[src/rtl/lsu_pkg.sv]
// rtl/lsu_pkg.sv - shared types, size encodings and byte-mask helper for the load/store unit
//
// Purpose : FSM state enum, access-size encodings and the (size, offset) byte-lane mask.
// Ports   : none (package).

package lsu_pkg;

   typedef enum logic [1:0] {
      ST_IDLE = 2'd0,
      ST_RD   = 2'd1,
      ST_WR   = 2'd2,
      ST_RESP = 2'd3
   } lsu_state_e;

   localparam logic [1:0] SZ_B = 2'd0;
   localparam logic [1:0] SZ_H = 2'd1;
   localparam logic [1:0] SZ_W = 2'd2;
   localparam logic [1:0] SZ_D = 2'd3;

   // One bit per byte lane of the doubleword touched by an access of
   // 2^size bytes starting at byte offset off.
   function automatic logic [7:0] byte_mask(input logic [1:0] size, input logic [2:0] off);
      logic [15:0] m;
      m = (16'd1 << (4'd1 << size)) - 16'd1;
      m = m << off;
      return m[7:0];
   endfunction

   // Low address bits that must be zero for a naturally aligned access.
   function automatic logic [2:0] align_mask(input logic [1:0] size);
      logic [3:0] m;
      m = (4'd1 << size) - 4'd1;
      return m[2:0];
   endfunction

endpackage

[src/rtl/lsu_lane_align.sv]
// rtl/lsu_lane_align.sv - byte-lane extract/extend for loads and merge for stores
//
// Purpose : combinational lane logic shared by the load return and the
//           read-modify-write store path.
// Ports   : size_i/unsigned_i/off_i - registered request attributes
//           rdata_i  - doubleword read from memory
//           wdata_i  - right-aligned store data
//           load_o   - extracted and sign/zero-extended load result
//           merge_o  - rdata_i with the store bytes substituted

module lsu_lane_align
   import lsu_pkg::*;
(
   input  logic [1:0]  size_i,
   input  logic        unsigned_i,
   input  logic [2:0]  off_i,
   input  logic [63:0] rdata_i,
   input  logic [63:0] wdata_i,
   output logic [63:0] load_o,
   output logic [63:0] merge_o
);

   logic [63:0] shifted;
   logic [63:0] wshift;
   logic [7:0]  mask;

   always_comb begin
      shifted = rdata_i >> {off_i, 3'b000};
      wshift  = wdata_i << {off_i, 3'b000};
      mask    = byte_mask(size_i, off_i);

      case (size_i)
         SZ_B:    load_o = unsigned_i ? {56'd0, shifted[7:0]}
                                      : {{56{shifted[7]}}, shifted[7:0]};
         SZ_H:    load_o = unsigned_i ? {48'd0, shifted[15:0]}
                                      : {{48{shifted[15]}}, shifted[15:0]};
         SZ_W:    load_o = unsigned_i ? {32'd0, shifted[31:0]}
                                      : {{32{shifted[31]}}, shifted[31:0]};
         default: load_o = shifted;
      endcase

      // Bytes outside the mask keep memory contents, so store data above
      // the access size never leaks into neighbouring lanes.
      for (int i = 0; i < 8; i++) begin
         merge_o[8*i +: 8] = mask[i] ? wshift[8*i +: 8] : rdata_i[8*i +: 8];
      end
   end

endmodule

[src/rtl/load_store_unit.sv]
// rtl/load_store_unit.sv - memory-stage load/store initiator for the 64-bit data memory
//
// Purpose : accepts pipeline load/store requests, performs read-modify-write for
//           sub-doubleword stores, returns extended load data or an error.
// Ports   : clk, rst_n               - clock, async active-low reset
//           req_*                    - request handshake and fields
//           resp_*                   - response handshake, data and error flag
//           mem_read/mem_write/mem_addr/mem_wdata/mem_rdata - memory side

module load_store_unit
   import lsu_pkg::*;
#(
   parameter int ADDR_BITS = 11
) (
   input  logic        clk,
   input  logic        rst_n,
   input  logic        req_valid,
   output logic        req_ready,
   input  logic        req_write,
   input  logic [1:0]  req_size,
   input  logic        req_unsigned,
   input  logic [63:0] req_addr,
   input  logic [63:0] req_wdata,
   output logic        resp_valid,
   input  logic        resp_ready,
   output logic [63:0] resp_rdata,
   output logic        resp_err,
   output logic        mem_read,
   output logic        mem_write,
   output logic [63:0] mem_addr,
   output logic [63:0] mem_wdata,
   input  logic [63:0] mem_rdata
);

   lsu_state_e  state_q, state_d;
   logic        write_q, write_d;
   logic [1:0]  size_q, size_d;
   logic        uns_q, uns_d;
   logic [2:0]  off_q, off_d;
   logic [63:0] wdata_q, wdata_d;
   logic [63:0] rdata_q, rdata_d;
   logic        err_q, err_d;
   logic        mem_read_q, mem_read_d;
   logic        mem_write_q, mem_write_d;
   logic [63:0] mem_addr_q, mem_addr_d;
   logic [63:0] mem_wdata_q, mem_wdata_d;

   logic [63:0] ld_data;
   logic [63:0] st_merged;
   logic        bad_req;

   lsu_lane_align u_align (
      .size_i     (size_q),
      .unsigned_i (uns_q),
      .off_i      (off_q),
      .rdata_i    (mem_rdata),
      .wdata_i    (wdata_q),
      .load_o     (ld_data),
      .merge_o    (st_merged)
   );

   always_comb begin
      state_d     = state_q;
      write_d     = write_q;
      size_d      = size_q;
      uns_d       = uns_q;
      off_d       = off_q;
      wdata_d     = wdata_q;
      rdata_d     = rdata_q;
      err_d       = err_q;
      // Memory strobes and address/data are cleared unless a branch drives them,
      // which keeps them at zero in IDLE and RESP.
      mem_read_d  = 1'b0;
      mem_write_d = 1'b0;
      mem_addr_d  = '0;
      mem_wdata_d = '0;

      bad_req = (|(req_addr[2:0] & align_mask(req_size))) || (|req_addr[63:ADDR_BITS]);

      case (state_q)
         ST_IDLE: begin
            if (req_valid) begin
               write_d = req_write;
               size_d  = req_size;
               uns_d   = req_unsigned;
               off_d   = req_addr[2:0];
               wdata_d = req_wdata;
               rdata_d = '0;
               err_d   = 1'b0;
               if (bad_req) begin
                  err_d   = 1'b1;
                  state_d = ST_RESP;
               end else if (req_write && (req_size == SZ_D)) begin
                  state_d     = ST_WR;
                  mem_write_d = 1'b1;
                  mem_addr_d  = {req_addr[63:3], 3'b000};
                  mem_wdata_d = req_wdata;
               end else begin
                  state_d    = ST_RD;
                  mem_read_d = 1'b1;
                  mem_addr_d = {req_addr[63:3], 3'b000};
               end
            end
         end
         ST_RD: begin
            if (write_q) begin
               state_d     = ST_WR;
               mem_write_d = 1'b1;
               mem_addr_d  = mem_addr_q;
               mem_wdata_d = st_merged;
            end else begin
               state_d = ST_RESP;
               rdata_d = ld_data;
            end
         end
         ST_WR: begin
            state_d = ST_RESP;
         end
         ST_RESP: begin
            if (resp_ready) begin
               state_d = ST_IDLE;
               rdata_d = '0;
               err_d   = 1'b0;
            end
         end
         default: state_d = ST_IDLE;
      endcase
   end

   always_ff @(posedge clk or negedge rst_n) begin
      if (!rst_n) begin
         state_q     <= ST_IDLE;
         write_q     <= 1'b0;
         size_q      <= SZ_B;
         uns_q       <= 1'b0;
         off_q       <= '0;
         wdata_q     <= '0;
         rdata_q     <= '0;
         err_q       <= 1'b0;
         mem_read_q  <= 1'b0;
         mem_write_q <= 1'b0;
         mem_addr_q  <= '0;
         mem_wdata_q <= '0;
      end else begin
         state_q     <= state_d;
         write_q     <= write_d;
         size_q      <= size_d;
         uns_q       <= uns_d;
         off_q       <= off_d;
         wdata_q     <= wdata_d;
         rdata_q     <= rdata_d;
         err_q       <= err_d;
         mem_read_q  <= mem_read_d;
         mem_write_q <= mem_write_d;
         mem_addr_q  <= mem_addr_d;
         mem_wdata_q <= mem_wdata_d;
      end
   end

   assign req_ready  = (state_q == ST_IDLE);
   assign resp_valid = (state_q == ST_RESP);
   assign resp_rdata = rdata_q;
   assign resp_err   = err_q;
   assign mem_read   = mem_read_q;
   assign mem_write  = mem_write_q;
   assign mem_addr   = mem_addr_q;
   assign mem_wdata  = mem_wdata_q;

endmodule

[config.mk]
export PLATFORM = sky130hd
export DESIGN_NAME = load_store_unit
export DESIGN_NICKNAME = d
export VERILOG_FILES = /design/src/rtl/lsu_pkg.sv /design/src/rtl/lsu_lane_align.sv /design/src/rtl/load_store_unit.sv
export SDC_FILE = /design/constraint.sdc
export NUM_CORES = 1
export LEC_CHECK = 0
export BUFFER_PORTS_ARGS = -buffer_cell sky130_fd_sc_hd__buf_2
export CORE_UTILIZATION = 53
export DETAILED_ROUTE_END_ITERATION = 10
export MAX_ROUTING_LAYER = met4
export PLACE_DENSITY = 0.81
export SLEW_MARGIN = 20
export SYNTH_ARGS = -nofsm -noshare
export SYNTH_HDL_FRONTEND = slang
export SYNTH_SLANG_ARGS = --single-unit
export TNS_END_PERCENT = 20
[constraint.sdc]
create_clock -name clk -period 3.6 [get_ports clk]
set_clock_uncertainty 0.15 [all_clocks]
set_input_delay 0 -clock clk [delete_from_list [all_inputs] [get_ports clk]]
set_output_delay 0 -clock clk [all_outputs]
set_load 0.01 [all_outputs]
==> results by group <==
Clock tree
  – CTS sink count: around 270
  – CTS tree: done
  – Postcts setup bufs: 0
  – TritonCTS Buffers: 28
  – CTS H-tree lvls: 1
  – Clock slew seen by the registers of the worst setup and hold paths: 70 ps
  – CTS root buffer: clkbuf_16
  – Clock Path Buffers: 3
  – Worst skew pair latency: approximately 550 ps

Drt
  – Pre-antenna DRT Iters: 6
  – Remaining antenna violation count: 0
  – Routed len/inst: 26.2 um
  – Vias: 13600
  – First DRT Iteration DRCs: 1541
  – Final wirelength: around 56 mm
  – Residual DRC: 0
  – Vias per cell: 6.31

Worst setup path
  – Crit path required time: around 3900 ps
  – WS Path Type: input pin to flop
  – Crit path capture type: flop
  – Startpoint Class: input pin
  – Buf/Inv on CP: 6
  – CP dominant cell by count: dlygate4sd3_1
  – Worst path max stage delay: just over 600 ps
  – Crit-path max FO: 65
  – Beginning of the critical path: req_addr[62]
  – Slowest library cell on the worst path: dlygate4sd3_1
  – Delay-heaviest family, CP: buffers and inverters
  – R2r startpoint: off_q[0]
  – Cell chain of the critical path: dlygate4sd3_1, buf_2, nor3_1, dlygate4sd3_1, nand3_1, dlygate4sd3_1, a211oi_2, and4bb_2, buf_12, o2bb2ai_1, dlygate4sd3_1
  – CP arrival: 3880 ps

Synth
  – Number of enable flip-flop cells after synthesis: 0
  – Mapped Cells: roughly 1300
  – Sequential element share of the synthesized area: 0.473
  – Synth async-reset ratio: 1.00
  – Cell Area, Synth: 0.0140 sq mm
  – Unique masters post-synth: 59
  – FF+latch count, synth: around 270
  – Prevailing post-synth register cell: dfrtp_1
  – Syn avg cell area: 11.1 sq um
  – Yosys Warn Count: 0

Finish
  – Area Growth Syn to Fin: 36.8%
  – Commonest non-fill, non-tap cell in the layout: buf_2
  – Layout cell share with drive strength beyond 1: 0.355
  – Util after Layout: 0.738
  – Final net count: 1999
  – Commonest cells after routing, fill and taps aside: 392 x buf_2, 261 x dfrtp_1, 178 x dlygate4sd3_1, 119 x nand2_1, 104 x mux2_2
  – Final instance area: 0.0192 sq mm
  – Fill cells: 1753

Floorplanning
  – Starting Density: 0.540
  – Num rows: 59
  – Width of the die: ~160 um
  – I/O Pins: 397
  – Die height: between 150 and 200 um
  – Core area: around 0.026 sq mm
  – Die footprint: 0.0271 sq mm

GRT
  – Initial antenna violation count: 1
  – Largest net degree at the start of global routing: 119
  – GR peak layer: met2
  – Gr usage total: 0.433
  – M1 GR Usage: 0.557
  – Grt ovf: 0
  – GRT met3 Usage: 0.0784
  – First-pass GRT wire length: ~84 mm
  – Vias in the first global route: 13700
  – Met2 GRT Util: 0.658

Status
  – Status: finished, violations left
  – Failing checks: negative hold slack

Power
  – Maximum vdd drop: about 650 uV
  – Pwr dens: between 900 and 1000 mW/mm^2
  – LEAKAGE: 9.63 nW

Placement
  – PortBufs: 393
  – HPWL after DPL: 38.1 mm
  – Placed cell area: 0.0163 sq mm
  – DP Worst Slack: 558 ps
  – Placer Congestion: between 1 and 1.5

Hold path
  – Hold/Removal Path Class: input pin to asynchronous set/reset pin

Timing
  – Total Neg Setup Slack: 0 ps
  – Max frequency: between 200 and 300 MHz
  – Slew @ Worst Pin: about 900 ps
  – Normalized max-slew margin: 0.388
  – Minimum clock period: between 3000 and 4000 ps
  – Final worst-path cycle share: 0.984
  – Fin. Hold Viols: 32
  – Worst hold-check slack: -25.8 ps
  – Slew Viols, Final: 0
  – Setup WS post-layout: 56.2 ps
  – RSZ-0062 raised after global routing: no
  – Final Setup Violations: 0

Job
  – Max_cap viols: 0
## worst paths after layout
path | end | slack [ps] | cells past startpoint
max | mem_wdata[25] | 60 | 11
min | mem_addr[24] | -30 | 2
max reg2reg | mem_wdata[18] | 140 | 8
min reg2reg | resp_rdata[15] | 320 | 2
max in group asynchronous | size_q[1] | 2330 | 3
min in group clk | resp_rdata[1] | 20 | 5
## metrics by stage
stage          hold slack (ps)  power, mW  std cells
6_report                 -25.8       17.3       2152
3_5_place_dp              9.62       13.1       1920
4_1_cts                  0.716       16.9       2150
3_3_place_gp             -3.45       13.0       1920
2_1_floorplan             -446       10.2       1267
5_1_grt                   39.8       18.0       2151
## sequential cells by signal (all words and copies together) (netlist names)
| signal | flops |
|---|---|
| mem_wdata | 64 |
| resp_rdata | 64 |
| wdata_q | 64 |
| mem_addr | 61 |
| off_q | 3 |
| size_q | 2 |
| state_q | 2 |
| mem_read | 1 |
| mem_write | 1 |
| resp_err | 1 |
| uns_q | 1 |
| write_q | 1 |
## timing repair
| item | CTS | global route |
|---|---|---|
| hold buffers | 178 | 0 |
| endpoints found under the hold margin | 333 | 0 |
| gates resized for setup | 0 | 4 |
| endpoints found under the setup margin | 0 | 56 |
## cell usage after synthesis, drive strengths merged, types with 15 or more instances
| cell | number | area [sq um] |
|---|---|---|
| clkbuf | 76 | 285 |
| mux2i | 92 | 925 |
| mux4 | 36 | 811 |
| buf | 39 | 218 |
| nand2 | 121 | 454 |
| nand3 | 32 | 160 |
| nor2 | 48 | 180 |
| mux2 | 104 | 1170 |
| a211oi | 21 | 158 |
| o31ai | 28 | 210 |
| dfrtp | 265 | 6630 |
| nor2b | 19 | 119 |
| o22ai | 15 | 93.8 |
| o2bb2ai | 71 | 622 |
| o21ai | 73 | 365 |
| and3 | 62 | 388 |
| a21oi | 30 | 161 |
## worst reg2reg max path, stage by stage, from the launching register on
cell	delay (ps)
dfrtp_4	900
buf_4	470
nor2_1	100
nand2_1	130
and3_1	420
buf_4	240
mux2i_1	220
o2bb2ai_1	100
dlygate4sd3_1	620
## routing by layer
metal	share of wire	wire length [um]
met5	0	0
met4	0.056	3150
met3	0.10	5770
met2	0.46	26200
met1	0.38	21300
## logic make-up after synthesis
logic type | count (synthesis) | share of synthesized area
AND/OR/NAND/NOR | 326 | 0.114
AO/OA/AOI/OAI | 314 | 0.163
flip-flops | 265 | 0.473
multiplexers | 232 | 0.207
buffers and inverters | 121 | 0.0375
adder cells (fa/ha/maj) | 6 | 0.00535
other | 1 | 0.000267
## power breakdown
| group | total, mW | internal (mW) | switching, mW | leakage, nW |
|---|---|---|---|---|
| combinational | 8.87 | 3.81 | 5.05 | 5.60 |
| sequential | 4.99 | 3.85 | 1.15 | 3.50 |
| clock | 3.42 | 2.13 | 1.29 | 0.529 |
| total | 17.3 | 9.79 | 7.49 | 9.63 |
## layout make-up
type / instances / area (sq um) / share of cell area
diodes: 2 / 5.00 / 0.000261
well taps: 335 / 419 / 0.0218
inverters: 6 / 22.5 / 0.00117
clock buffers: 34 / 785 / 0.0409
repair buffers: 611 / 4110 / 0.214
multi-input cells: 881 / 6900 / 0.359
clock inverters: 18 / 305 / 0.0159
flip-flops and latches: 265 / 6640 / 0.346
(Power assumes the default switching activity.)
